[src/rtl/alu_muldiv_sequencer_pkg.sv]
`default_nettype none
// ============================================================================
// Module : Types / ALUType / MulDivType packages
// Brief  : Shared register, ALU command and mul/div sequencer types.
//          ALU_MULDIV_SIGNED_EN adds signed MULT/DIV and the FIXUP state.
// Rev    : 1.0
// ============================================================================

package Types;
   typedef logic [31:0] reg_t;
endpackage

package ALUType;
   typedef enum logic [2:0] {
      ADD  = 3'd0,
      SUB  = 3'd1,
      AND  = 3'd2,
      OR   = 3'd3,
      XOR  = 3'd4,
      NOR  = 3'd5,
      SLT  = 3'd6,
      SLTU = 3'd7
   } cmd_t;
endpackage

package MulDivType;
   localparam int MULDIV_ITERS = 32;

   typedef enum logic [1:0] {
      MULTU = 2'd0,
      DIVU  = 2'd1
`ifdef ALU_MULDIV_SIGNED_EN
      , MULT = 2'd2
      , DIV  = 2'd3
`endif
   } op_t;

   typedef enum logic [2:0] {
      IDLE    = 3'd0,
      ISSUE   = 3'd1,
      CAPTURE = 3'd2,
      DONE    = 3'd3
`ifdef ALU_MULDIV_SIGNED_EN
      , FIXUP = 3'd4
`endif
   } state_t;

   function automatic logic is_div_op(input op_t op);
`ifdef ALU_MULDIV_SIGNED_EN
      return (op == DIVU) || (op == DIV);
`else
      return (op == DIVU);
`endif
   endfunction

`ifdef ALU_MULDIV_SIGNED_EN
   function automatic logic is_signed_op(input op_t op);
      return (op == MULT) || (op == DIV);
   endfunction
`endif
endpackage

`default_nettype wire

[src/rtl/alu_muldiv_sequencer_if.sv]
`default_nettype none
// ============================================================================
// Module : alu_muldiv_sequencer_if
// Brief  : Request/result handshake plus ALU operand/result bus.
// Rev    : 1.0
// ============================================================================

interface alu_muldiv_sequencer_if;
   import Types::*;
   import ALUType::*;
   import MulDivType::*;

   logic req_valid;
   logic req_ready;
   op_t  req_op;
   reg_t opnd_a;
   reg_t opnd_b;
   logic busy;
   logic done;
   logic div_by_zero;
   reg_t hi;
   reg_t lo;
   cmd_t alu_cmd;
   reg_t alu_a;
   reg_t alu_b;
   reg_t alu_out;

   // slave: the sequencer; master: control unit together with the ALU
   modport slave (
      input  req_valid, req_op, opnd_a, opnd_b, alu_out,
      output req_ready, busy, done, div_by_zero, hi, lo, alu_cmd, alu_a, alu_b
   );

   modport master (
      output req_valid, req_op, opnd_a, opnd_b, alu_out,
      input  req_ready, busy, done, div_by_zero, hi, lo, alu_cmd, alu_a, alu_b
   );
endinterface

`default_nettype wire

[src/rtl/alu_muldiv_sequencer_step.sv]
`default_nettype none
// ============================================================================
// Module : alu_muldiv_step
// Brief  : One shift-add / restoring-divide step around the shared ALU.
// Rev    : 1.0
// ============================================================================

module alu_muldiv_step
   import Types::*;
   import ALUType::*;
(
   input  logic i_is_div,
   input  logic i_issue,
   input  reg_t i_hi,
   input  reg_t i_lo,
   input  logic i_msb,
   input  reg_t i_oper,
   input  reg_t i_alu_out,
   output reg_t o_hi_nxt,
   output reg_t o_lo_nxt,
   output cmd_t o_alu_cmd,
   output reg_t o_alu_a,
   output reg_t o_alu_b
);
   reg_t w_shift;
   logic w_carry;
   logic w_borrow;
   logic w_take;

   assign w_shift  = {i_hi[30:0], i_lo[31]};
   assign w_carry  = (i_alu_out < i_hi);
   assign w_borrow = (i_alu_out > i_hi);
   // A set msb means the shifted remainder exceeded 32 bits, so it always beats the divisor
   assign w_take   = i_msb | ~w_borrow;

   always_comb begin
      o_hi_nxt  = i_hi;
      o_lo_nxt  = i_lo;
      o_alu_cmd = ADD;
      o_alu_a   = '0;
      o_alu_b   = '0;
      if (i_issue) begin
         if (i_is_div) begin
            o_alu_cmd = SUB;
            o_alu_a   = w_shift;
            o_alu_b   = i_oper;
            o_hi_nxt  = w_shift;
         end else begin
            o_alu_cmd = ADD;
            o_alu_a   = i_hi;
            o_alu_b   = i_lo[0] ? i_oper : '0;
         end
      end else if (i_is_div) begin
         o_hi_nxt = w_take ? i_alu_out : i_hi;
         o_lo_nxt = {i_lo[30:0], w_take};
      end else begin
         o_hi_nxt = {w_carry, i_alu_out[31:1]};
         o_lo_nxt = {i_alu_out[0], i_lo[31:1]};
      end
   end
endmodule

`default_nettype wire

[src/rtl/alu_muldiv_sequencer.sv]
`default_nettype none
// ============================================================================
// Module : alu_muldiv_sequencer
// Brief  : 32x32 multiply/divide sequencer iterating on the shared ALU.
//          ALU_MULDIV_SIGNED_EN adds signed MULT/DIV with a FIXUP state.
// Rev    : 1.0
// ============================================================================

module alu_muldiv_sequencer
   import Types::*;
   import ALUType::*;
   import MulDivType::*;
#(
   parameter int ITERS = MULDIV_ITERS
) (
   input  logic                   clk,
   input  logic                   rst,
   alu_muldiv_sequencer_if.slave  bus
);
   localparam logic [5:0] c_LAST_ITER = 6'(ITERS - 1);

   state_t     r_state;
   state_t     w_state_nxt;
   logic       w_accept;
   logic       w_div_req;
   logic       w_zero_div;
   logic       w_issue;
   logic       w_req_ready;
   logic       w_busy;
   logic       w_done;
   reg_t       r_hi;
   reg_t       r_lo;
   reg_t       r_oper;
   logic       r_msb;
   logic       r_is_div;
   logic       r_dbz;
   logic [5:0] r_cnt;
   reg_t       w_hi_nxt;
   reg_t       w_lo_nxt;
   reg_t       w_mag_a;
   reg_t       w_mag_b;
   cmd_t       w_alu_cmd;
   reg_t       w_alu_a;
   reg_t       w_alu_b;

   assign w_div_req  = is_div_op(bus.req_op);
   assign w_zero_div = w_div_req && (bus.opnd_b == '0);
   assign w_issue    = (r_state == ISSUE);

`ifdef ALU_MULDIV_SIGNED_EN
   logic w_sign_a;
   logic w_sign_b;
   logic r_sa;
   logic r_sb;

   assign w_sign_a = is_signed_op(bus.req_op) && bus.opnd_a[31];
   assign w_sign_b = is_signed_op(bus.req_op) && bus.opnd_b[31];
   assign w_mag_a  = w_sign_a ? -bus.opnd_a : bus.opnd_a;
   assign w_mag_b  = w_sign_b ? -bus.opnd_b : bus.opnd_b;
`else
   assign w_mag_a  = bus.opnd_a;
   assign w_mag_b  = bus.opnd_b;
`endif

   always_ff @(posedge clk) begin
      if (rst) begin
         r_state <= IDLE;
      end else begin
         r_state <= w_state_nxt;
      end
   end

   always_comb begin
      w_state_nxt = r_state;
      w_accept    = 1'b0;
      w_req_ready = 1'b0;
      w_busy      = 1'b1;
      w_done      = 1'b0;
      case (r_state)
         IDLE: begin
            w_req_ready = 1'b1;
            w_busy      = 1'b0;
            if (bus.req_valid) begin
               w_accept    = 1'b1;
               w_state_nxt = w_zero_div ? DONE : ISSUE;
            end
         end
         ISSUE: w_state_nxt = CAPTURE;
         CAPTURE: begin
            if (r_cnt < c_LAST_ITER) begin
               w_state_nxt = ISSUE;
            end else begin
`ifdef ALU_MULDIV_SIGNED_EN
               w_state_nxt = FIXUP;
`else
               w_state_nxt = DONE;
`endif
            end
         end
`ifdef ALU_MULDIV_SIGNED_EN
         FIXUP: w_state_nxt = DONE;
`endif
         DONE: begin
            w_done      = 1'b1;
            w_state_nxt = IDLE;
         end
         default: w_state_nxt = IDLE;
      endcase
   end

   alu_muldiv_step u_step (
      .i_is_div  (r_is_div),
      .i_issue   (w_issue),
      .i_hi      (r_hi),
      .i_lo      (r_lo),
      .i_msb     (r_msb),
      .i_oper    (r_oper),
      .i_alu_out (bus.alu_out),
      .o_hi_nxt  (w_hi_nxt),
      .o_lo_nxt  (w_lo_nxt),
      .o_alu_cmd (w_alu_cmd),
      .o_alu_a   (w_alu_a),
      .o_alu_b   (w_alu_b)
   );

   always_ff @(posedge clk) begin
      if (rst) begin
         r_hi     <= '0;
         r_lo     <= '0;
         r_oper   <= '0;
         r_msb    <= 1'b0;
         r_is_div <= 1'b0;
         r_dbz    <= 1'b0;
         r_cnt    <= '0;
`ifdef ALU_MULDIV_SIGNED_EN
         r_sa     <= 1'b0;
         r_sb     <= 1'b0;
`endif
      end else begin
         case (r_state)
            IDLE: begin
               if (w_accept) begin
                  r_cnt    <= '0;
                  r_is_div <= w_div_req;
                  r_dbz    <= w_zero_div;
`ifdef ALU_MULDIV_SIGNED_EN
                  r_sa     <= w_sign_a;
                  r_sb     <= w_sign_b;
`endif
                  if (w_zero_div) begin
                     r_hi <= bus.opnd_a;
                     r_lo <= '1;
                  end else begin
                     r_hi   <= '0;
                     r_lo   <= w_div_req ? w_mag_a : w_mag_b;
                     r_oper <= w_div_req ? w_mag_b : w_mag_a;
                  end
               end
            end
            ISSUE: begin
               r_msb <= r_hi[31];
               r_hi  <= w_hi_nxt;
               r_lo  <= w_lo_nxt;
            end
            CAPTURE: begin
               r_hi  <= w_hi_nxt;
               r_lo  <= w_lo_nxt;
               r_cnt <= r_cnt + 6'd1;
            end
`ifdef ALU_MULDIV_SIGNED_EN
            FIXUP: begin
               if (!r_is_div) begin
                  if (r_sa ^ r_sb) {r_hi, r_lo} <= -{r_hi, r_lo};
               end else begin
                  // Remainder takes the dividend's sign, quotient the XOR of both
                  if (r_sa ^ r_sb) r_lo <= -r_lo;
                  if (r_sa)        r_hi <= -r_hi;
               end
            end
`endif
            default: ;
         endcase
      end
   end

   assign bus.req_ready   = w_req_ready;
   assign bus.busy        = w_busy;
   assign bus.done        = w_done;
   assign bus.div_by_zero = r_dbz;
   assign bus.hi          = r_hi;
   assign bus.lo          = r_lo;
   assign bus.alu_cmd     = w_alu_cmd;
   assign bus.alu_a       = w_alu_a;
   assign bus.alu_b       = w_alu_b;
endmodule

`default_nettype wire

[src/flat_wrapper.sv]
// flat-port wrapper written by rule: the top's interface ports become plain ports
module alu_muldiv_sequencer_flat import Types::*; import ALUType::*; import MulDivType::*;
#(
   parameter int ITERS = MULDIV_ITERS
)
  (clk, rst, bus_req_valid, bus_req_op, bus_opnd_a, bus_opnd_b, bus_alu_out, bus_req_ready, bus_busy, bus_done, bus_div_by_zero, bus_hi, bus_lo, bus_alu_cmd, bus_alu_a, bus_alu_b);
  alu_muldiv_sequencer_if bus_i ();
  input  logic clk;
  input  logic rst;
  input wire logic [$bits(bus_i.req_valid)-1:0] bus_req_valid;
  input wire logic [$bits(bus_i.req_op)-1:0] bus_req_op;
  input wire logic [$bits(bus_i.opnd_a)-1:0] bus_opnd_a;
  input wire logic [$bits(bus_i.opnd_b)-1:0] bus_opnd_b;
  input wire logic [$bits(bus_i.alu_out)-1:0] bus_alu_out;
  output wire logic [$bits(bus_i.req_ready)-1:0] bus_req_ready;
  output wire logic [$bits(bus_i.busy)-1:0] bus_busy;
  output wire logic [$bits(bus_i.done)-1:0] bus_done;
  output wire logic [$bits(bus_i.div_by_zero)-1:0] bus_div_by_zero;
  output wire logic [$bits(bus_i.hi)-1:0] bus_hi;
  output wire logic [$bits(bus_i.lo)-1:0] bus_lo;
  output wire logic [$bits(bus_i.alu_cmd)-1:0] bus_alu_cmd;
  output wire logic [$bits(bus_i.alu_a)-1:0] bus_alu_a;
  output wire logic [$bits(bus_i.alu_b)-1:0] bus_alu_b;
  assign bus_i.req_valid = bus_req_valid;
  assign bus_i.req_op = bus_req_op;
  assign bus_i.opnd_a = bus_opnd_a;
  assign bus_i.opnd_b = bus_opnd_b;
  assign bus_i.alu_out = bus_alu_out;
  assign bus_req_ready = bus_i.req_ready;
  assign bus_busy = bus_i.busy;
  assign bus_done = bus_i.done;
  assign bus_div_by_zero = bus_i.div_by_zero;
  assign bus_hi = bus_i.hi;
  assign bus_lo = bus_i.lo;
  assign bus_alu_cmd = bus_i.alu_cmd;
  assign bus_alu_a = bus_i.alu_a;
  assign bus_alu_b = bus_i.alu_b;
  alu_muldiv_sequencer #(.ITERS(ITERS)) u_core (.clk(clk), .rst(rst), .bus(bus_i));
endmodule
[config.mk]
export PLATFORM = sky130hd
export DESIGN_NAME = alu_muldiv_sequencer_flat
export DESIGN_NICKNAME = d
export VERILOG_FILES = /design/src/rtl/alu_muldiv_sequencer_pkg.sv /design/src/rtl/alu_muldiv_sequencer_if.sv /design/src/rtl/alu_muldiv_sequencer_step.sv /design/src/rtl/alu_muldiv_sequencer.sv /design/src/flat_wrapper.sv
export SDC_FILE = /design/constraint.sdc
export NUM_CORES = 1
export LEC_CHECK = 0
export BUFFER_PORTS_ARGS = -buffer_cell sky130_fd_sc_hd__buf_2
export CORE_MARGIN = 2
export CORE_UTILIZATION = 50
export DETAILED_ROUTE_END_ITERATION = 8
export GPL_ROUTABILITY_DRIVEN = 1
export HOLD_SLACK_MARGIN = 0.05
export PLACE_DENSITY = 0.78
export SLEW_MARGIN = 40
export SYNTH_ARGS = -nofsm -noshare
export SYNTH_HDL_FRONTEND = slang
export SYNTH_SLANG_ARGS = --single-unit
export TNS_END_PERCENT = 50
[constraint.sdc]
create_clock -name clk -period 3 [get_ports clk]
set_input_delay 0.6 -clock clk [delete_from_list [all_inputs] [get_ports clk]]
set_output_delay 0.6 -clock clk [all_outputs]
set_load 0.005 [all_outputs]
## Yosys cells after proc, flatten, opt, wreduce, memory -nomap -nowiden

Index checks and enable logic that the tools add are counted.
W data, S select, Z words.

- Add/sub/neg operators: 1
- Magnitude comparators: 3
- Equal/unequal tests: 8
- Mux-type cells: 31
- Bitwise operators: 3
- Reduce and logical (&&, ||, !) cells: 11

Operators with widths:

| operator | number |
|---|---|
| $mux W32 | 16 |
| $pmux W32 S2 | 2 |
| $gt A32 B32 Y1 | 1 |
| $logic_not A32 Y1 | 1 |
| $lt A32 B32 Y1 | 1 |
| $pmux W6 S2 | 1 |
| $pmux W3 S3 | 1 |
| $reduce_and A3 Y1 | 3 |
| $mux W1 | 7 |
| $add A6 B1 Y6 const B | 1 |
| $eq A3 B2 Y1 const B | 2 |
| $lt A6 B5 Y1 const B | 1 |
| $mux W6 | 1 |
| $mux W2 | 2 |
| $ne A2 B2 Y1 const B | 2 |
| $ne A4 B4 Y1 const B | 1 |
| $reduce_and A2 Y1 | 2 |
| $reduce_bool A2 Y1 | 2 |
| $eq A3 B1 Y1 const B | 1 |
| $logic_not A3 Y1 | 1 |
| $mux W3 | 1 |
| $eq A2 B1 Y1 const B | 1 |
| $ne A2 B1 Y1 const B | 1 |
| $not A1 Y1 | 2 |
| other kinds (3) | 3 |

- Register bits: 108
- Output and inout bits: 135

## Logic depth before layout (Yosys ltp)

- Depth in word-level cells: 7
- Depth in mapped cells: 10
- Mapped depth without buffers: 8

## By module

From an unflattened synthesis, not the netlist that was laid out.

- Cells, all modules: 1034
- Area, all modules: 8471.9 µm²

Modules (own cells, without submodules):

| module | instances | cells an instance | area each (µm²) |
|---|---|---|---|
| alu_muldiv_sequencer | 1 | 593 | 5484.0 |
| alu_muldiv_step | 1 | 441 | 2987.9 |

## Least setup slack after synthesis

Ideal clock, no wire load.

- Kind: input to register
- Start: in bus_alu_out[31]
- End: reg u_core.r_hi[10] (netlist: u_core.bus.hi[10])
- Library setup time: 0.123 ns
- Arrival: 2.704 ns
- Data required time: 2.877 ns
- Setup slack: 0.173 ns
- Stages: 9
- Buffers on the path: 2
- Cell sequence: ha_1 nand4_1 or4_1 nor4_1 o31a_1 or3_1 clkbuf_2 buf_4 mux2_1

- Longest elaborated chain between the ends: 5

Ends and longest elaborated chain:

| element | line | source |
|---|---|---|
| start: declaration | flat_wrapper.sv:14 | `input wire logic [$bits(bus_i.alu_out)-1:0] bus_alu_out;` |
| $gt A32 B32 Y1 | alu_muldiv_sequencer_step.sv:32 | `assign w_borrow = (i_alu_out > i_hi);` |
| $not A1 Y1 | alu_muldiv_sequencer_step.sv:34 | `assign w_take = i_msb \| ~w_borrow;` |
| $or A1 B1 Y1 | alu_muldiv_sequencer_step.sv:34 |  |
| $ne A4 B4 Y1 (no source line) | n/a |  |
| $reduce_and A3 Y1 (no source line) | n/a |  |
| end signal: assignment | alu_muldiv_sequencer.sv:151 | `r_hi <= bus.opnd_a;` |
| end signal: assignment | alu_muldiv_sequencer.sv:162 | `r_hi <= w_hi_nxt;` |
| end signal: assignment | alu_muldiv_sequencer.sv:166 | `r_hi <= w_hi_nxt;` |
| end: declaration | alu_muldiv_sequencer.sv:31 | `reg_t r_hi;` |

Every way passes these cells.
A chain may end at the register's enable or synchronous reset.

## Worst setup path in the final report

- Start: reg u_core.r_hi[26] (netlist: u_core.bus.hi[26])
- End: reg u_core.r_hi[6] (netlist: u_core.bus.hi[6])

- Longest elaborated chain between the ends: 5

Ends and longest elaborated chain:

| element | line |
|---|---|
| $gt A32 B32 Y1 | alu_muldiv_sequencer_step.sv:32 |
| $not A1 Y1 | alu_muldiv_sequencer_step.sv:34 |
| $or A1 B1 Y1 | alu_muldiv_sequencer_step.sv:34 |
| $ne A4 B4 Y1 (no source line) | n/a |
| $reduce_and A3 Y1 (no source line) | n/a |

Every way passes these cells.

==> out/summary.txt <==
status -> finished clean
total clock sinks -> 107
Worst-Skew Late Latency -> 360 ps
critical-path cell list -> inv_1 -> ha_1 -> nand4_1 -> buf_4 -> nor4_2 -> a211o_1 -> a21oi_1 -> or3_4 -> buf_4 -> mux2_1
Synth warnings -> 0
clock skew -> 11.3 ps
Max Slew Vio Count -> 0
Layout Nets -> 1346
DP HPWL -> 18.5 mm
CP max FO -> 8
fraction of layout cells with a size suffix above 1 -> 25.6%
Filler cells -> 1436
Clock Root Buffer -> clkbuf_16
Crit Path Category -> flip-flop to flip-flop
die area -> 17100 um2
grt ovf -> 0
ant diodes -> 0
CP max stage cell -> or3_4
Tot GR Track Use -> 28.2%
Final setup viols -> 0
final std cells w/o fill -> 1428
total setup buffers inserted after CTS -> 0
total number of vias -> 8232
register-to-register path setup slack -> 180 ps
port bufs -> 233
DIE WIDTH -> 131 um
Crit path top cell by count -> buf_4
Mapped Cells -> 1005
Remaining DRCs -> 0
io pins -> 236
crit start category -> flip-flop
maximum VDD drop -> 0.404 mV
Cells after DPL -> 1410
H-tree levels -> 3
maxcap violations -> 0
EDFF count, synth -> 0
Final Cycle Share -> 93.8%
wire per inst -> 17.5 um
CP Capture Type -> flip-flop
Mean Syn Cell Area -> 7.98 um2
Die Y -> 131 um
DRT Pass-1 Iters -> 5
Iter 0 DRT Violations -> 716
vias in the first global route -> 7345
fin area -> 9830 um2
Max clock buf depth -> 2
Routed Antenna Nets -> 0
cts hold-fix bufs -> 0
setup TNS -> 0 ps
final wirelength -> 25.1 mm
critical path arrival -> 3060 ps
Yosys top cell area share -> 26.7%
list of most frequent post-synthesis cells -> mux2i_1, nor2_1, dfxtp_1
Period minus WS final -> 2820 ps
Syn Std Cell Area -> 8020 um2
FF+latch area -> 2150 um2
CTS buffer count -> 9
Fmax achieved -> 355 MHz
CTS tree -> built
area of the multi-input gates -> 5370 um2
area leader, netlist -> dfxtp_1
Netlist cell types -> 52
Yosys reg bits -> 107
slew margin rel. -> 49.0%
largest net degree at the start of global routing -> 85
leak pwr -> 4.29 nW
actual slew at the worst max-slew pin -> 763 ps
RSZ-0062 raised after global routing -> false
initial antenna violation count -> 0
Power Dens Cells -> 514 nW/um2
cell area after placement -> 9460 um2
synth top area cells -> dfxtp_1, mux2i_1, ha_1, nor2_1, a21oi_1
drt via density -> 5.76
count leader, synth -> mux2i_1
worst hold path class -> flip-flop to flip-flop
CP required -> 3240 ps
sequential share of the synthesized area -> 26.7%
area grow syn2layout -> 22.6%
CP max stage delay -> 420 ps
Starting Density -> 50.8%
GP Congestion -> 0.878
Core ar. -> 15800 um2
Reg clk slew, reported paths -> 80 ps
row count -> 46
asr flop ratio synth -> 0%
Layout Utilization -> 62.3%
first-pass GRT wire length -> 38.0 mm
endpoints failing hold -> 0
Post-synth top flop -> dfxtp_1
total power -> 5.05 mW
## worst paths after layout
kind / depth (start not counted) / to / start
setup / recovery: 10 / u_core.bus.hi[6]$_SDFFE_PP0P_ / u_core.bus.hi[26]$_SDFFE_PP0P_
hold / removal: 2 / u_core.r_oper[18]$_SDFFE_PP0P_ / u_core.r_oper[18]$_SDFFE_PP0P_
setup reg to reg: 10 / u_core.bus.hi[6]$_SDFFE_PP0P_ / u_core.bus.hi[26]$_SDFFE_PP0P_
hold reg to reg: 2 / u_core.r_oper[18]$_SDFFE_PP0P_ / u_core.r_oper[18]$_SDFFE_PP0P_
## stage by stage
step	hold slack [ps]	worst slack [ps]
2_1_floorplan	451	173
3_3_place_gp	474	-14.8
3_5_place_dp	478	-129
4_1_cts	496	119
5_1_grt	504	28.0
6_report	492	185
## repair_timing
action | CTS | global route
endpoints found under the hold margin | 0 | 0
setup endpoints to repair | 0 | 31
gates resized for setup | 0 | 3
## layout by cell type (no fill, tap or decap), types with 35 or more instances in the layout
master,count
dfxtp_1,106
nor2_1,118
o21ai_0,37
nand2_1,105
mux2i_1,126
inv_1,38
ha_1,36
buf_4,35
buf_2,232
a21oi_1,82
## critical path: cells and delay by family, from the launching register on
kind,cells,cell delay (ps)
simple gates,3,970
buf+inv,3,460
flops,1,380
mux,1,320
fa+ha+maj,1,300
compound gates,2,270
## layout make-up
| cell class | count | share of cell area, % |
|---|---|---|
| inverters | 38 | 1.45 |
| flip-flops and latches | 107 | 21.8 |
| clock buffers | 11 | 2.47 |
| multi-input cells | 775 | 54.6 |
| repair buffers | 276 | 16.3 |
| clock inverters | 5 | 0.624 |
| well taps | 216 | 2.75 |
## registers in the layout (all words and copies together), names as in the netlist
name / count
u_core.r_is_div: 1
u_core.r_msb: 1
u_core.bus.lo: 32
u_core.bus.hi: 32
u_core.r_state: 2
u_core.r_cnt: 6
u_core.bus.div_by_zero: 1
u_core.r_oper: 32
## logic make-up (layout without fill, tap and decap cells)
group / Yosys count / in the layout / share of synthesized area (%)
DFF: 107 / 107 / 26.7
buffers and inverters: 124 / 330 / 6.80
adders and majority gates: 38 / 38 / 5.93
and+or+nand+nor: 367 / 367 / 22.7
other: 1 / 2 / 0.0468
muxes: 157 / 157 / 20.1
xor gates and xnor gates: 4 / 4 / 0.437
AOI/OAI and AO/OA: 207 / 207 / 17.3
## where the power goes
part / total, mW / leakage, nW / switching [mW] / internal [mW]
registers: 1.86 / 0.878 / 0.217 / 1.64
clock network: 1.26 / 0.151 / 0.579 / 0.679
logic: 1.94 / 3.26 / 1.08 / 0.860
## metal layers
| metal | routed length, um | global-route usage (%) |
|---|---|---|
| met3 | 1580 | 4.85 |
| met2 | 11500 | 45.5 |
| met5 | 0 | 0 |
| met1 | 11100 | 37.9 |
| met4 | 851 | 10.5 |
Note: power is estimated with default switching activity, not from simulation.
